[config.mk]
export PLATFORM = sky130hd
export DESIGN_NAME = mem_wb_stage
export DESIGN_NICKNAME = d
export VERILOG_FILES = /design/src/rtl/riscv_pkg.sv /design/src/rtl/load_align.sv /design/src/rtl/mem_wb_stage.sv
export SDC_FILE = /design/constraint.sdc
export NUM_CORES = 1
export LEC_CHECK = 0
export BUFFER_PORTS_ARGS = -buffer_cell sky130_fd_sc_hd__buf_2
export CORE_MARGIN = 2
export CORE_UTILIZATION = 26
export DETAILED_ROUTE_END_ITERATION = 6
export SLEW_MARGIN = 20
export SYNTH_ARGS = -nofsm -noshare
export SYNTH_HDL_FRONTEND = slang
export SYNTH_HIERARCHICAL = 1
export SYNTH_SLANG_ARGS = --single-unit
[constraint.sdc]
create_clock -name clk -period 4.4 [get_ports clk]
set_input_delay 0.44 -clock clk [delete_from_list [all_inputs] [get_ports clk]]
set_output_delay 0.44 -clock clk [all_outputs]
set_load 0.02 [all_outputs]
[src/rtl/riscv_pkg.sv]
// rtl/riscv_pkg.sv - shared writeback-select and load funct3 encodings
package riscv_pkg;

    localparam logic [1:0] WB_SEL_ALU  = 2'b00;
    localparam logic [1:0] WB_SEL_LOAD = 2'b01;
    localparam logic [1:0] WB_SEL_PC4  = 2'b10;

    localparam logic [2:0] F3_LB  = 3'b000;
    localparam logic [2:0] F3_LH  = 3'b001;
    localparam logic [2:0] F3_LW  = 3'b010;
    localparam logic [2:0] F3_LBU = 3'b100;
    localparam logic [2:0] F3_LHU = 3'b101;

endpackage

[src/rtl/load_align.sv]
// rtl/load_align.sv - combinational byte/halfword extraction and extension of a load word
module load_align
    import riscv_pkg::*;
(
    input  logic [2:0]  i_funct3,
    input  logic [1:0]  i_offset,
    input  logic [31:0] i_word,
    output logic [31:0] o_data
);

    logic [7:0]  w_byte;
    logic [15:0] w_half;

    always_comb begin
        w_byte = i_word[7:0];
        case (i_offset)
            2'd1:    w_byte = i_word[15:8];
            2'd2:    w_byte = i_word[23:16];
            2'd3:    w_byte = i_word[31:24];
            default: w_byte = i_word[7:0];
        endcase
        // Halfword loads ignore offset[0]; misalignment is not trapped here
        w_half = i_offset[1] ? i_word[31:16] : i_word[15:0];
    end

    always_comb begin
        o_data = i_word;
        case (i_funct3)
            F3_LB:   o_data = {{24{w_byte[7]}}, w_byte};
            F3_LH:   o_data = {{16{w_half[15]}}, w_half};
            F3_LBU:  o_data = {24'd0, w_byte};
            F3_LHU:  o_data = {16'd0, w_half};
            default: o_data = i_word;
        endcase
    end

endmodule

[src/rtl/mem_wb_stage.sv]
// rtl/mem_wb_stage.sv - MEM/WB pipeline register with load alignment and retire counter
// Optional WB_BYPASS_EN adds write-then-read forwarding onto two register read ports.
module mem_wb_stage
    import riscv_pkg::*;
#(
    parameter int INSTRET_W = 64
) (
    input  logic                 clk,
    input  logic                 rst,
    input  logic                 stall,
    input  logic                 flush,
    input  logic                 m_valid,
    input  logic                 m_reg_write,
    input  logic [4:0]           m_rd_addr,
    input  logic [2:0]           m_funct3,
    input  logic [1:0]           m_wb_sel,
    input  logic [31:0]          m_alu_result,
    input  logic [31:0]          m_load_word,
    input  logic [31:0]          m_pc_plus4,
`ifdef WB_BYPASS_EN
    input  logic [4:0]           rs1_addr,
    input  logic [4:0]           rs2_addr,
    input  logic [31:0]          rs1_rdata,
    input  logic [31:0]          rs2_rdata,
    output logic [31:0]          rs1_fwd,
    output logic [31:0]          rs2_fwd,
`endif
    output logic                 rf_we,
    output logic [4:0]           rf_rd_addr,
    output logic [31:0]          rf_rd_data,
    output logic                 wb_valid,
    output logic [INSTRET_W-1:0] instret
);

    logic                 r_wb_valid;
    logic                 r_fresh;
    logic                 r_reg_write;
    logic [4:0]           r_rd_addr;
    logic [31:0]          r_rd_data;
    logic [INSTRET_W-1:0] r_instret;

    logic [31:0] w_load_data;
    logic [31:0] w_wb_data;
    logic        w_retire;

    load_align u_load_align (
        .i_funct3 (m_funct3),
        .i_offset (m_alu_result[1:0]),
        .i_word   (m_load_word),
        .o_data   (w_load_data)
    );

    always_comb begin
        w_wb_data = m_alu_result;
        case (m_wb_sel)
            WB_SEL_LOAD: w_wb_data = w_load_data;
            WB_SEL_PC4:  w_wb_data = m_pc_plus4;
            default:     w_wb_data = m_alu_result;
        endcase
    end

    // fresh limits each instruction to one write and one count while stalled
    assign w_retire = r_wb_valid & r_fresh;

    always_ff @(posedge clk or posedge rst) begin
        if (rst) begin
            r_wb_valid  <= 1'b0;
            r_fresh     <= 1'b0;
            r_reg_write <= 1'b0;
            r_rd_addr   <= 5'd0;
            r_rd_data   <= 32'd0;
            r_instret   <= '0;
        end else begin
            if (w_retire)
                r_instret <= r_instret + {{(INSTRET_W-1){1'b0}}, 1'b1};
            if (flush) begin
                r_wb_valid <= 1'b0;
                r_fresh    <= 1'b0;
            end else if (!stall) begin
                r_wb_valid  <= m_valid;
                r_fresh     <= m_valid;
                r_reg_write <= m_reg_write;
                r_rd_addr   <= m_rd_addr;
                r_rd_data   <= w_wb_data;
            end else begin
                r_fresh <= 1'b0;
            end
        end
    end

    assign rf_we      = w_retire & r_reg_write & (r_rd_addr != 5'd0);
    assign rf_rd_addr = r_rd_addr;
    assign rf_rd_data = r_rd_data;
    assign wb_valid   = r_wb_valid;
    assign instret    = r_instret;

`ifdef WB_BYPASS_EN
    assign rs1_fwd = (rf_we && rs1_addr != 5'd0 && rs1_addr == r_rd_addr) ? r_rd_data : rs1_rdata;
    assign rs2_fwd = (rf_we && rs2_addr != 5'd0 && rs2_addr == r_rd_addr) ? r_rd_data : rs2_rdata;
`endif

endmodule

* Word level (Yosys, flattened, before mapping)
Index checks and enable logic that the tools add are counted.
** Storage, ports and cells
- Input port bits :: 112
- Register bits :: 104
- Output and inout bits :: 103
** Cells by class
- Equality and inequality tests :: 9
- Mux-type cells :: 8
- Add/subtract/negate cells :: 1
- Reduce and logical (&&, ||, !) cells :: 3
- Bitwise logic cells :: 5
** Operators by type and width (count)
- case mux 32 bit (4 select lines) :: 1
- adder 64 x 1 -> 64 bit (second input constant) :: 1
- case mux 32 bit (2 select lines) :: 1
- case mux 8 bit (3 select lines) :: 1
- 2-to-1 mux 16 bit :: 1
- equality test 2 bit (second input constant) :: 3
- equality test 3 bit (second input constant) :: 2
- nonzero test 5 bit :: 1
- equality test 2 x 1 -> 1 bit (second input constant) :: 2
- 2-to-1 mux 1 bit :: 4
- bitwise AND 1 bit :: 3
- equality test 3 x 1 -> 1 bit (second input constant) :: 1
- logical NOT 3 bit :: 1
- != test 2 x 1 -> 1 bit (second input constant) :: 1
- NOT 1 bit :: 2
- AND reduction 2 bit :: 1

* Depth between registers and ports, before layout
- Word-level depth :: 4
- Gate-level depth with buffers :: 11
- Gate-level depth less buffers :: 8

* Cells and area by module
The synthesis kept the hierarchy.
** Modules (own cells, without submodules)
- mem_wb_stage :: times used 1, seq. area each 2602.5 um2, area an instance 5046.1 um2, cells an instance 519
- load_align :: times used 1, seq. area each 0.0 um2, area an instance 649.4 um2, cells an instance 110

* Worst setup path after synthesis
No wires, ideal clock.
- Path kind :: register to register
- Start :: register r_instret[35], in the netlist instret[35]
- End :: register r_instret[54], in the netlist instret[54]
- Stages on the path, launching flop included :: 7
- Clock period less this slack :: 2028 ps
- Arrival :: 1897 ps
- Data required time :: 4268 ps
- Setup slack :: 2372 ps
- Cell sequence :: dfrtp_1 > nand4_2 > or4_1 > buf_2 > nor4_4 > nand3_1 > xnor2_1
** Between the ends
- Cells in the longest elaborated chain, start to end :: 1
** RTL lines
- from (decl) :: RTL line mem_wb_stage.sv:40 : logic [INSTRET_W-1:0] r_instret;
- from (signal assigned) :: RTL line mem_wb_stage.sv:75 : r_instret <= r_instret + {{(INSTRET_W-1){1'b0}}, 1'b1};
- adder 64 x 1 -> 64 bit :: RTL line mem_wb_stage.sv:75
No other way between the ends.
A chain may end at the register's enable or synchronous reset.

* Final worst setup path
- Start :: register r_instret[0], in the netlist instret[0]
- End :: register r_instret[44], in the netlist instret[44]
The elaborated chain is that of the path after synthesis.

==> flow_summary.html <==
<table>
<tr><th>Metric</th><th>Value</th></tr>
<tr><th colspan="2">Run status</th></tr>
<tr><td>Run status</td><td>complete, no violations</td></tr>
<tr><th colspan="2">Critical path</th></tr>
<tr><td>Critical path type</td><td>reg -&gt; reg</td></tr>
<tr><td>CP Data Arrival Time</td><td>2.64 ns</td></tr>
<tr><td>Startpoint class of the critical path</td><td>flip-flop</td></tr>
<tr><td>Required arrival time at the worst endpoint</td><td>4.67 ns</td></tr>
<tr><td>Worst Path Max Fanout</td><td>11</td></tr>
<tr><td>Worst Setup End Kind</td><td>flip-flop</td></tr>
<tr><td>Setup slack of the most critical reg-to-reg path</td><td>2.03 ns</td></tr>
<tr><th colspan="2">Route</th></tr>
<tr><td>Post-DR wirelength/cell</td><td>17.2 um</td></tr>
<tr><td>Via/cell ratio</td><td>4.93</td></tr>
<tr><td>Iter 0 DRT Violations</td><td>239</td></tr>
<tr><td>DRT Pass-1 Iters</td><td>6</td></tr>
<tr><td>DRC violations left</td><td>0</td></tr>
<tr><td>Antenna viol nets, final</td><td>0</td></tr>
<tr><td>Vias</td><td>5458</td></tr>
<tr><td>Drt total wl</td><td>19000 um</td></tr>
<tr><th colspan="2">Clock network</th></tr>
<tr><td>Clock transition at the registers of the reported paths</td><td>0.08 ns</td></tr>
<tr><td>Max H-tree Level</td><td>3</td></tr>
<tr><td>CTS resizes</td><td>0</td></tr>
<tr><td># hold bufs at CTS</td><td>0</td></tr>
<tr><td>CTS tree</td><td>built</td></tr>
<tr><td>Clock tree sinks</td><td>104</td></tr>
<tr><td>Clock latency on the worst-skew pair</td><td>0.35 ns</td></tr>
<tr><td>Inserted Clock Buffers</td><td>9</td></tr>
<tr><td>Post CTS Setup Buffer Count</td><td>0</td></tr>
<tr><td>Number of buffers between clock root and the deepest sink</td><td>2</td></tr>
<tr><td>CTS Root Cell</td><td>clkbuf_16</td></tr>
<tr><th colspan="2">Pwr</th></tr>
<tr><td>Net switching power</td><td>0.000721 W</td></tr>
<tr><td>Proportion of power drawn by combinational gates</td><td>18.7%</td></tr>
<tr><td>Internal Dissipation</td><td>0.00162 W</td></tr>
<tr><td>Power density over cell area</td><td>321 mW/mm2</td></tr>
<tr><td>Share of total power consumed by net switching</td><td>30.8%</td></tr>
<tr><td>Total power of the final layout</td><td>0.00234 W</td></tr>
<tr><td>Worst vdd rail ir drop</td><td>0.148 mV</td></tr>
<tr><td>Sequential share of power</td><td>45.3%</td></tr>
<tr><td>Static leakage</td><td>3.81 nW</td></tr>
<tr><td>Clock network fraction of total power</td><td>35.9%</td></tr>
<tr><th colspan="2">Synthesis</th></tr>
<tr><td>Mapped cell area</td><td>0.00570 mm2</td></tr>
<tr><td>Mapped Cells</td><td>629</td></tr>
<tr><td>Number of enable flip-flop cells after synthesis</td><td>0</td></tr>
<tr><td>Predominant post-synthesis flop cell</td><td>dfrtp_1</td></tr>
<tr><td>Share of synthesized area occupied by flip-flops and latches</td><td>45.7%</td></tr>
<tr><td>Synth Warn #</td><td>6</td></tr>
<tr><td>Flops &amp; latches, synth</td><td>104</td></tr>
<tr><td>Distinct cells, synth</td><td>40</td></tr>
<tr><td>Syn Area/Cell</td><td>9.05 um2</td></tr>
<tr><td>Post-synthesis async set-or-reset flop share</td><td>100%</td></tr>
<tr><td>Nets in the synthesized netlist</td><td>744</td></tr>
<tr><th colspan="2">Final layout</th></tr>
<tr><td>Antenna cell count</td><td>0</td></tr>
<tr><td>Most frequent standard cell in the layout excluding fill and tap cells</td><td>buf_2</td></tr>
<tr><td>Number of cells in the finished layout apart from fillers</td><td>1106</td></tr>
<tr><td>Final instance area</td><td>0.00729 mm2</td></tr>
<tr><td>Area growth, synth to finish</td><td>28.0%</td></tr>
<tr><td>Top library cells by usage in the layout, fill and taps aside</td><td>buf_2 (214), nand2_1 (112), dfrtp_1 (104)</td></tr>
<tr><td>Nets@finish</td><td>937</td></tr>
<tr><td>Layout cell share with drive strength beyond 1</td><td>31.2%</td></tr>
<tr><th colspan="2">Floorplan</th></tr>
<tr><td>Die width</td><td>152 um</td></tr>
<tr><td>Placeable core region</td><td>0.0217 mm2</td></tr>
<tr><td>Die Ht</td><td>152 um</td></tr>
<tr><td>Die area</td><td>0.0231 mm2</td></tr>
<tr><td>I/O pin total</td><td>215</td></tr>
<tr><td>Effective utilization at floorplan</td><td>26.3%</td></tr>
<tr><td>Standard-cell rows</td><td>54</td></tr>
<tr><th colspan="2">Timing</th></tr>
<tr><td>Count of final setup violators</td><td>0</td></tr>
<tr><td>Max Fclk</td><td>422 MHz</td></tr>
<tr><td>Total Negative Setup Slacks</td><td>0 ns</td></tr>
<tr><td>Final worst path period share</td><td>53.8%</td></tr>
<tr><td>Setup repair after global routing missed its margin</td><td>no</td></tr>
<tr><td>Total count of hold-check failures in the final report</td><td>0</td></tr>
<tr><td>Slew Viols, Final</td><td>0</td></tr>
<tr><td>Final Skew</td><td>0.00738 ns</td></tr>
<tr><td>Remaining max-slew budget at the tightest pin</td><td>42.7%</td></tr>
<tr><td>Crit path setup slack, layout</td><td>2.03 ns</td></tr>
<tr><td>Final critical delay including setup and external delays</td><td>2.37 ns</td></tr>
<tr><td>Transition at the pin with the smallest max-transition slack</td><td>0.860 ns</td></tr>
<tr><th colspan="2">Global route</th></tr>
<tr><td>Number of global-route vias before repair</td><td>5394</td></tr>
<tr><td>First-pass GRT wire length</td><td>30800 um</td></tr>
<tr><td>Initial antenna violation count</td><td>0</td></tr>
<tr><td>Met3 Track Usage GR</td><td>5.28%</td></tr>
<tr><td>Total GRT Usage</td><td>16.7%</td></tr>
<tr><td>Met1 track demand over resource in global routing</td><td>21.0%</td></tr>
<tr><td>Met2 demand-to-capacity share in global routing</td><td>26.6%</td></tr>
<tr><td>Total grt overflow</td><td>0</td></tr>
<tr><td>Largest net degree at the start of global routing</td><td>78</td></tr>
<tr><td>Global routing's busiest layer</td><td>met2</td></tr>
<tr><th colspan="2">Place</th></tr>
<tr><td>Number of buffer cells added on primary ports</td><td>214</td></tr>
<tr><td>DPL Wire Length</td><td>14500 um</td></tr>
<tr><td>Post-placement setup slack</td><td>1.73 ns</td></tr>
<tr><td>Count of placed standard cells including taps</td><td>1091</td></tr>
<tr><td>Routability congestion estimate from global placement</td><td>0.913</td></tr>
<tr><td>Standard cell area after detailed placement</td><td>0.00700 mm2</td></tr>
<tr><th colspan="2">Job</th></tr>
<tr><td>Number of maximum-capacitance constraint violations</td><td>0</td></tr>
<tr><th colspan="2">Worst hold path</th></tr>
<tr><td>Worst hold-check path type</td><td>in -&gt; async</td></tr>
</table>
[cells by family after synthesis]
logic type,count (synthesis),synth area share (%)
compound gates,130,14.3
xor+xnor,63,9.69
fa+ha+maj,3,0.659
buf+inv,43,3.21
flops,104,45.7
mux,16,3.32
simple gates,270,23.2
[per-stage QoR]
| stage | hold slack [ns] | utilization, % |
|---|---|---|
| global route | 0.233 | 33.6 |
| CTS | 0.220 | 33.6 |
| detailed placement | 0.457 | 32.3 |
| global placement | 0.454 | 32.3 |
| floorplan | 0.480 | - |
| finish | 0.224 | 33.6 |
[critical path, cell delays in order, from the launching register on]
cell and delay, ns:
dfrtp_1 0.43, ha_1 0.21, nand4_1 0.19, nor4_2 0.34, nand3_1 0.43, nor4_1 0.49, xor2_1 0.19
[flip-flops by register name, summed over array words and instances, names as in the netlist]
signal and count:
instret 64, rf_rd_data 32, rf_rd_addr 5, r_fresh 1
r_reg_write 1, wb_valid 1
[per-layer routing]
layer  vias up  routed length, um
li1       2622                  -
met2       255               8790
met5         -                  0
met1      2544               7900
met4         0                676
met3        37               1640
[path summary, 6_finish.rpt]
path,startpoint,end,depth (start not counted)
max,instret[0],instret[44],6
min reg2reg,instret[63],instret[63],1
max in group asynchronous,rst,instret[61],3
min in group clk,flush,wb_valid,2
max reg2reg,instret[0],instret[44],6
min,rst,rf_rd_addr[1],2
[cells in the mapped netlist, types with 2 or more instances]
| master | n | area, um2 |
|---|---|---|
| a21oi_1 | 32 | 160 |
| a22o_1 | 7 | 61.3 |
| a22oi_1 | 45 | 338 |
| and2_1 | 4 | 25.0 |
| and3_1 | 13 | 81.3 |
| and4_1 | 8 | 70.1 |
| buf_2 | 4 | 20.0 |
| buf_6 | 2 | 22.5 |
| clkbuf_1 | 28 | 105 |
| dfrtp_1 | 104 | 2600 |
| ha_1 | 3 | 37.5 |
| inv_1 | 7 | 26.3 |
| mux2_2 | 13 | 146 |
| mux2i_1 | 2 | 20.0 |
| nand2_1 | 112 | 420 |
| nand3_1 | 19 | 95.1 |
| nand4_1 | 25 | 156 |
| nand4_2 | 2 | 25.0 |
| nor2_1 | 53 | 199 |
| nor2b_1 | 2 | 12.5 |
| nor3_1 | 16 | 80.1 |
| nor4_1 | 6 | 37.5 |
| nor4_4 | 2 | 42.5 |
| o21ai_0 | 41 | 205 |
| or2_2 | 2 | 12.5 |
| or3_1 | 2 | 12.5 |
| xnor2_1 | 29 | 254 |
| xor2_1 | 34 | 298 |
[power by group through the flow]
| stage | combinational [W] | sequential [W] | clock (W) |
|---|---|---|---|
| after floorplan | 0.000185 | 0.00115 | 0 |
| after global placement | 0.000441 | 0.00108 | 0 |
| after detailed placement | 0.000445 | 0.00108 | 0 |
| after CTS | 0.000445 | 0.00106 | 0.000873 |
| after global routing | 0.000491 | 0.00107 | 0.000910 |
| final | 0.000439 | 0.00106 | 0.000842 |
[cell type report]
cell class / count / area (um2)
Inverter: 7 / 31.3
Tap cell: 280 / 350
Sequential cell: 104 / 2600
Multi-Input combinational cell: 482 / 2910
Timing Repair Buffer: 218 / 1100
Fill cell: 2308 / 14400
Clock buffer: 9 / 225
Clock inverter: 6 / 67.6
No activity file was read; power rests on OpenSTA's default activity.
